--- src/rtl/vector_reg_bank.sv ---
// Vector register file with per-lane masked writes, pending scoreboard and bulk clear FSM (option: VREG_BYPASS_EN).
// Latency: reads combinational, writes/reservations take effect at the next edge; bulk clear runs NREGS cycles.
// Backpressure: rsv_ready drops while a register is pending or a clear runs; writes are dropped during clear.
module vector_reg_bank #(
  parameter int NREGS  = 8,
  parameter int LANES  = 4,
  parameter int LANE_W = 32,
  localparam int AW    = $clog2(NREGS),
  localparam int VW    = LANES * LANE_W
) (
  input  logic              clk,
  input  logic              rst,
  input  logic [AW-1:0]     rs1,
  input  logic [AW-1:0]     rs2,
  output logic [VW-1:0]     ro1,
  output logic [VW-1:0]     ro2,
  input  logic              write_enable,
  input  logic [AW-1:0]     rd,
  input  logic [LANES-1:0]  write_mask,
  input  logic [VW-1:0]     write_data,
  input  logic              rsv_valid,
  input  logic [AW-1:0]     rsv_rd,
  output logic              rsv_ready,
  output logic              busy1,
  output logic              busy2,
  input  logic              clr_req,
  output logic              clr_busy
);

  typedef enum logic {IDLE, CLEAR} state_t;

  state_t           state_q, state_d;
  logic [AW-1:0]    cnt_q, cnt_d;
  logic [VW-1:0]    rf [NREGS];
  logic [NREGS-1:0] pending;

  logic idle;
  logic clr_start;
  logic do_wr;
  logic do_rsv;

  assign idle      = (state_q == IDLE);
  assign clr_start = idle && clr_req;
  // clr_req in the same cycle swallows any write or reservation
  assign do_wr     = idle && !clr_req && write_enable;
  assign do_rsv    = idle && !clr_req && rsv_valid && rsv_ready;
  assign rsv_ready = idle && !pending[rsv_rd];
  assign clr_busy  = !idle;

  always_ff @(posedge clk or negedge rst) begin
    if (!rst) begin
      state_q <= IDLE;
      cnt_q   <= '0;
    end else begin
      state_q <= state_d;
      cnt_q   <= cnt_d;
    end
  end

  always_comb begin
    state_d = state_q;
    cnt_d   = cnt_q;
    case (state_q)
      IDLE: begin
        if (clr_req) begin
          state_d = CLEAR;
          cnt_d   = '0;
        end
      end
      CLEAR: begin
        // counter wraps back to 0 as the last register is zeroed
        cnt_d = cnt_q + AW'(1);
        if (cnt_q == AW'(NREGS - 1)) state_d = IDLE;
      end
      default: state_d = IDLE;
    endcase
  end

  always_ff @(posedge clk or negedge rst) begin
    if (!rst) begin
      for (int i = 0; i < NREGS; i++) rf[i] <= '0;
    end else if (state_q == CLEAR) begin
      rf[cnt_q] <= '0;
    end else if (do_wr) begin
      for (int l = 0; l < LANES; l++) begin
        if (write_mask[l]) rf[rd][l*LANE_W +: LANE_W] <= write_data[l*LANE_W +: LANE_W];
      end
    end
  end

  // reservation is applied after the write-clear so a same-edge set wins
  always_ff @(posedge clk or negedge rst) begin
    if (!rst) begin
      pending <= '0;
    end else if (clr_start) begin
      pending <= '0;
    end else begin
      if (do_wr)  pending[rd]     <= 1'b0;
      if (do_rsv) pending[rsv_rd] <= 1'b1;
    end
  end

`ifdef VREG_BYPASS_EN
  logic byp1, byp2;

  assign byp1 = idle && write_enable && (rs1 == rd);
  assign byp2 = idle && write_enable && (rs2 == rd);

  always_comb begin
    ro1 = rf[rs1];
    ro2 = rf[rs2];
    for (int l = 0; l < LANES; l++) begin
      if (byp1 && write_mask[l]) ro1[l*LANE_W +: LANE_W] = write_data[l*LANE_W +: LANE_W];
      if (byp2 && write_mask[l]) ro2[l*LANE_W +: LANE_W] = write_data[l*LANE_W +: LANE_W];
    end
  end

  assign busy1 = pending[rs1] && !byp1;
  assign busy2 = pending[rs2] && !byp2;
`else
  assign ro1   = rf[rs1];
  assign ro2   = rf[rs2];
  assign busy1 = pending[rs1];
  assign busy2 = pending[rs2];
`endif

endmodule

--- config.mk ---
export PLATFORM = sky130hd
export DESIGN_NAME = vector_reg_bank
export DESIGN_NICKNAME = d
export VERILOG_FILES = /design/src/rtl/vector_reg_bank.sv
export SDC_FILE = /design/constraint.sdc
export NUM_CORES = 1
export LEC_CHECK = 0
export BUFFER_PORTS_ARGS = -buffer_cell sky130_fd_sc_hd__buf_2
export CORE_MARGIN = 1.5
export CORE_UTILIZATION = 62
export CTS_CLUSTER_SIZE = 40
export DETAILED_ROUTE_END_ITERATION = 6
export PLACE_DENSITY = 0.8
export SLEW_MARGIN = 20
export SYNTH_ARGS = -nofsm -noshare
export SYNTH_HDL_FRONTEND = slang
export SYNTH_SLANG_ARGS = --single-unit
export TNS_END_PERCENT = 20
--- constraint.sdc ---
create_clock -name clk -period 4.8 [get_ports clk]
set_input_delay 0.48 -clock clk [delete_from_list [all_inputs] [get_ports clk]]
set_output_delay 0.48 -clock clk [all_outputs]
set_load 0.02 [all_outputs]
**After elaboration in Yosys (flattened, before gate mapping)**

Index checks and enable logic that the tools add are counted.

- Add/subtract/negate cells: 1
- Order comparisons: 12
- Eq/ne operators: 2
- Muxes and demuxes: 51
- Bitwise logic cells: 10
- Reduce and logical (&&, ||, !) cells: 13

Operators by type and width:

| kind | count |
|---|---|
| 2-to-1 mux 1024 bit | 12 |
| bitwise mux 1024 bit | 4 |
| demux 128 bit (select 3 bit) | 5 |
| AND 1024 bit | 1 |
| NOT 1024 bit | 1 |
| binary-select mux 128 bit (select 3 bit) | 2 |
| 2-to-1 mux 128 bit | 6 |
| 2-to-1 mux 96 bit | 1 |
| 2-to-1 mux 64 bit | 1 |
| 2-to-1 mux 32 bit | 1 |
| 2-to-1 mux 8 bit | 4 |
| >= comparator 4 bit, second input constant | 4 |
| less-than comparator 3 x 4 -> 1 bit, second input constant | 4 |
| NOT 3 -> 4 bit | 4 |
| logical AND 1 bit | 10 |
| binary-select mux 1 bit (select 3 bit) | 3 |
| AND 8 bit | 1 |
| less-than comparator 4 x 1 -> 1 bit, second input constant | 2 |
| NOT 8 bit | 1 |
| bitwise OR 8 bit | 1 |
| 2-to-1 mux 1 bit | 7 |
| demux 1 bit (select 3 bit) | 2 |
| >= comparator 3 x 1 -> 1 bit, second input constant | 2 |
| one-hot mux 3 bit (2 select lines) | 1 |
| 8 further kinds | 9 |

- Bits in registers: 1036
- Input port bits: 149
- Logic and storage cells: 100

**Depth between registers and ports, before layout**

- Depth in word-level cells: 21
- Mapped depth: 7

**Worst setup path before layout**

Ideal clock, no wire load.

- Path kind: input to output
- From: in rs2[1]
- To: out ro2[108]
- Data arrival time: 2154 ps
- Required time: 4320 ps
- Slack: 2166 ps
- Stages: 6
- Path buffers: 4
- Cell sequence: clkbuf_1 buf_2 clkbuf_1 buf_1 mux4_2 mux2_2

- Word-level cells in the longest chain between the ends: 4

Ends and longest elaborated chain:

| what | line | RTL |
|---|---|---|
| from (decl) | 14 | `input logic [AW-1:0] rs2,` |
| NOT 3 -> 4 bit (implied by the code) | 122 | `assign ro2 = rf[rs2];` |
| binary-select mux 128 bit (select 3 bit) | 122 |  |
| 2-to-1 mux 128 bit (implied by the code) (2 in a row) | 122 |  |
| to (decl) | 16 | `output logic [VW-1:0] ro2,` |

Every way passes these cells. The select of a mux whose other input is x is not followed.

**Worst setup path in the final report**

- From: reg state_q, in the netlist clr_busy
- To: reg rf[635] in the netlist's numbering

- Word-level cells in the longest chain between the ends: 4

Ends and longest elaborated chain:

| what | line | RTL |
|---|---|---|
| from (decl) | 32 | `state_t state_q, state_d;` |
| from (signal assigned) | 55 | `state_q <= state_d;` |
| NOT 1 bit | -- |  |
| logical AND 1 bit (2 in a row) | 45 | `assign do_wr = idle && !clr_req && write_enable;` |
| nonzero test 2 bit (no line) | -- |  |
| to (signal, indexed assignment) | 86 | `if (write_mask[l]) rf[rd][l*LANE_W +: LANE_W] <= write_data[l*LANE_W +: LANE_W];` |
| to (decl) | 34 | `logic [VW-1:0] rf [NREGS];` |

Parallel ways exist; a longest one is shown, timed or not.
A chain may end at the register's enable or synchronous reset.

==> reports/summary.json <==
{
  "status": "complete, no violations",
  "timing_hold_violations_final": 0,
  "ws_path_type": "reg2reg",
  "dp_hpwl_um": 95000,
  "commonest_cells_after_routing_fill_and_taps_aside": "1035 x sky130_fd_sc_hd__dfrtp_1, 1024 x sky130_fd_sc_hd__o2bb2ai_1, 517 x sky130_fd_sc_hd__mux4_2",
  "syn-instance-count": 3476,
  "fin_skew_ns": 0.0321,
  "synthArstFlopShare_pct": 100,
  "floorplan.initialDensity_pct": 62.6,
  "synth_seq_cells": 1036,
  "yosysTopAreaCell": "sky130_fd_sc_hd__dfrtp_1",
  "critical_path_arrival_ns": 3.90,
  "synth_area_per_cell_um2": 15.1,
  "clk_pin_slew_ns": 0.06,
  "routed_via_density": 7.68,
  "die_height_um": 294,
  "fin_nets": 3910,
  "critPathLaunchType": "flip-flop",
  "min_path_type": "in2reg",
  "synthFlopType": "sky130_fd_sc_hd__dfrtp_1",
  "drc": 0,
  "antenna_found_initial": 20,
  "max-cap-violations": 0,
  "pin_count_of_the_biggest_net_entering_global_routing": 148,
  "groute.usage.overall_pct": 38.2,
  "required_ns": 5.39,
  "edff_count_synth": 0,
  "cts_hold_buffers": 1,
  "timing.fmax_ghz": 0.303,
  "grt_first_pass_wirelength_um": 249000,
  "average_wire_per_cell_in_the_routed_design_um": 32.6,
  "timing_max_transition_violations_final": 0,
  "dieArea_mm2": 0.0862,
  "row_count": 106,
  "worst_pin_slew_ns": 1.13,
  "reg2reg_setup_slack_ns": 1.50,
  "clock_tree.root_cell": "sky130_fd_sc_hd__clkbuf_16",
  "boundaryPins": 409,
  "final_min_period_over_clock_period_pct": 68.8,
  "layout.filler_cells": 5149,
  "place.port_buffers": 408,
  "fp.coreArea_mm2": 0.0837,
  "max-slew-margin-rel_pct": 24.6,
  "final_common_cell": "sky130_fd_sc_hd__dfrtp_1",
  "globalRouteOverflowTotal": 0,
  "cts_inserted_buffers": 106,
  "fin_setup_tns_ns": 0,
  "cts.sink_count": 1036,
  "crit_path_end_kind": "flip-flop",
  "synthesis.nets": 3627,
  "clock_tree.buffer_depth": 3,
  "detail_route.wirelength_um": 163000,
  "min_cycle_time_layout_ns": 3.30,
  "route.vias.total": 38300,
  "areaGrowthSynthToFinish_pct": 15.6,
  "htree_num_levels": 3,
  "rsz0062_at_grt": "no",
  "cts.repair_timing.setup_buffer_count": 0,
  "cellPowerDensity_mw_per_mm2": 522,
  "initialDrtViolationCount": 3979,
  "setup_viol": 0,
  "maximum_fanout_count_along_the_critical_path": 43,
  "post-route-worst-setup-slack_ns": 1.50,
  "drtPass1Iterations": 6,
  "synth_top_cell_area_share_pct": 49.5,
  "die_x_um": 294,
  "gpl.final_weighted_congestion": 0.844,
  "leakage_nw": 25.9,
  "synthTopCellsByArea": "sky130_fd_sc_hd__dfrtp_1 49%, sky130_fd_sc_hd__mux4_2 22%, sky130_fd_sc_hd__o2bb2ai_1 17%",
  "cts-resized-gates": 0,
  "worst_skew_pair.late_latency_ns": 0.68,
  "synth-seq-area-share_pct": 49.5,
  "mappedNetlistArea_mm2": 0.0524,
  "drive_gt1_share_pct": 41.2,
  "power.ir.vdd_worst_uv": 350,
  "first_global_vias": 40100,
  "dp_worst_setup_slack_ns": 1.53,
  "tritoncts": "built",
  "yosys.cell_types.count": 40,
  "yosysWarningCount": 0,
  "route.antenna.remaining_nets": 0
}
==> cells in the mapped netlist, types with 3 or more instances <==
cell type	n
sky130_fd_sc_hd__o22ai_1	32
sky130_fd_sc_hd__o2bb2ai_1	1024
sky130_fd_sc_hd__buf_2	81
sky130_fd_sc_hd__nand2_1	132
sky130_fd_sc_hd__nor4bb_1	7
sky130_fd_sc_hd__o31ai_1	3
sky130_fd_sc_hd__dfrtp_1	1036
sky130_fd_sc_hd__mux4_2	517
sky130_fd_sc_hd__o211ai_1	3
sky130_fd_sc_hd__mux2_2	259
sky130_fd_sc_hd__buf_1	12
sky130_fd_sc_hd__o21ai_0	4
sky130_fd_sc_hd__and3b_1	4
sky130_fd_sc_hd__o21ai_1	32
sky130_fd_sc_hd__nor2_1	4
sky130_fd_sc_hd__nand2b_1	3
sky130_fd_sc_hd__clkbuf_1	286
sky130_fd_sc_hd__and4b_1	4
==> final cells by class <==
class                      count  area (um^2)  area share [%]
antenna                        6         15.0          0.0248
clock buffer                 148         3060            5.06
clock inverter                49          692            1.14
inverter                       2         7.51          0.0124
multi-input combinational   2059        25800            42.7
sequential                  1036        25900            42.8
tap                         1134         1420            2.34
timing repair buffer         554         3590            5.93
==> flip-flops by register name (all words and copies together), names as in the netlist <==
register,count
rf,1024
pending,8
cnt_q,3
clr_busy,1
==> routing by layer <==
metal	part of all wire [%]	up-vias	global-route usage, %
met5	0.10	-	0
met4	5.2	28	19.0
met3	11	550	10.4
met2	48	2427	59.1
met1	36	20300	50.3
li1	-	15000	-
==> metrics by stage <==
| step | hold slack, ns | utilization, % | total power (W) | cells | area (um^2) |
|---|---|---|---|---|---|
| 2_1_floorplan | 0.184 | - | 0.0187 | 3476 | 52400 |
| 3_3_place_gp | 0.481 | 67.7 | 0.0221 | 4781 | 56700 |
| 3_5_place_dp | 0.486 | 67.7 | 0.0225 | 4781 | 56700 |
| 4_1_cts | 0.120 | 72.2 | 0.0314 | 4979 | 60400 |
| 5_1_grt | 0.156 | 72.3 | 0.0326 | 4986 | 60500 |
| 6_report | 0.141 | 72.3 | 0.0316 | 4988 | 60500 |
==> final timing paths <==
kind | startpoint | to | cells after the start
worst max-delay path | clr_busy | rf[635] | 6
worst min-delay path | rsv_valid | pending[7] | 3
worst max register to register | clr_busy | rf[635] | 6
worst min register to register | rf[616] | rf[616] | 1
max in group asynchronous | rst | rf[854] | 3
min in group asynchronous | rst | rf[664] | 2
==> where the power goes <==
part / switching [W] / leakage [nW] / internal [W]
combinational: 0.00545 / 9.72 / 0.00450
clock: 0.00361 / 1.85 / 0.00527
sequential: 0.00192 / 14.3 / 0.0109
total: 0.0110 / 25.9 / 0.0206
==> critical path, cell delays in order, from the launching register on <==
cell and delay, ns:
sky130_fd_sc_hd__dfrtp_4 1.02, sky130_fd_sc_hd__buf_4 0.53, sky130_fd_sc_hd__nor4bb_4 0.09, sky130_fd_sc_hd__buf_4 0.24, sky130_fd_sc_hd__o22ai_4 0.77, sky130_fd_sc_hd__buf_4 0.38, sky130_fd_sc_hd__o2bb2ai_1 0.16
==> cells by family (layout without fill, tap and decap cells) <==
logic type	after synthesis	count (layout)	share of synthesized area (%)
simple gates	170	170	1.59
mux	778	778	27.8
other cells	0	6	0
compound gates	1109	1109	18.1
flops	1036	1036	49.5
fa+ha+maj	2	2	0.0478
buf+inv	381	753	2.92
Power figures use the tool's default switching activity.
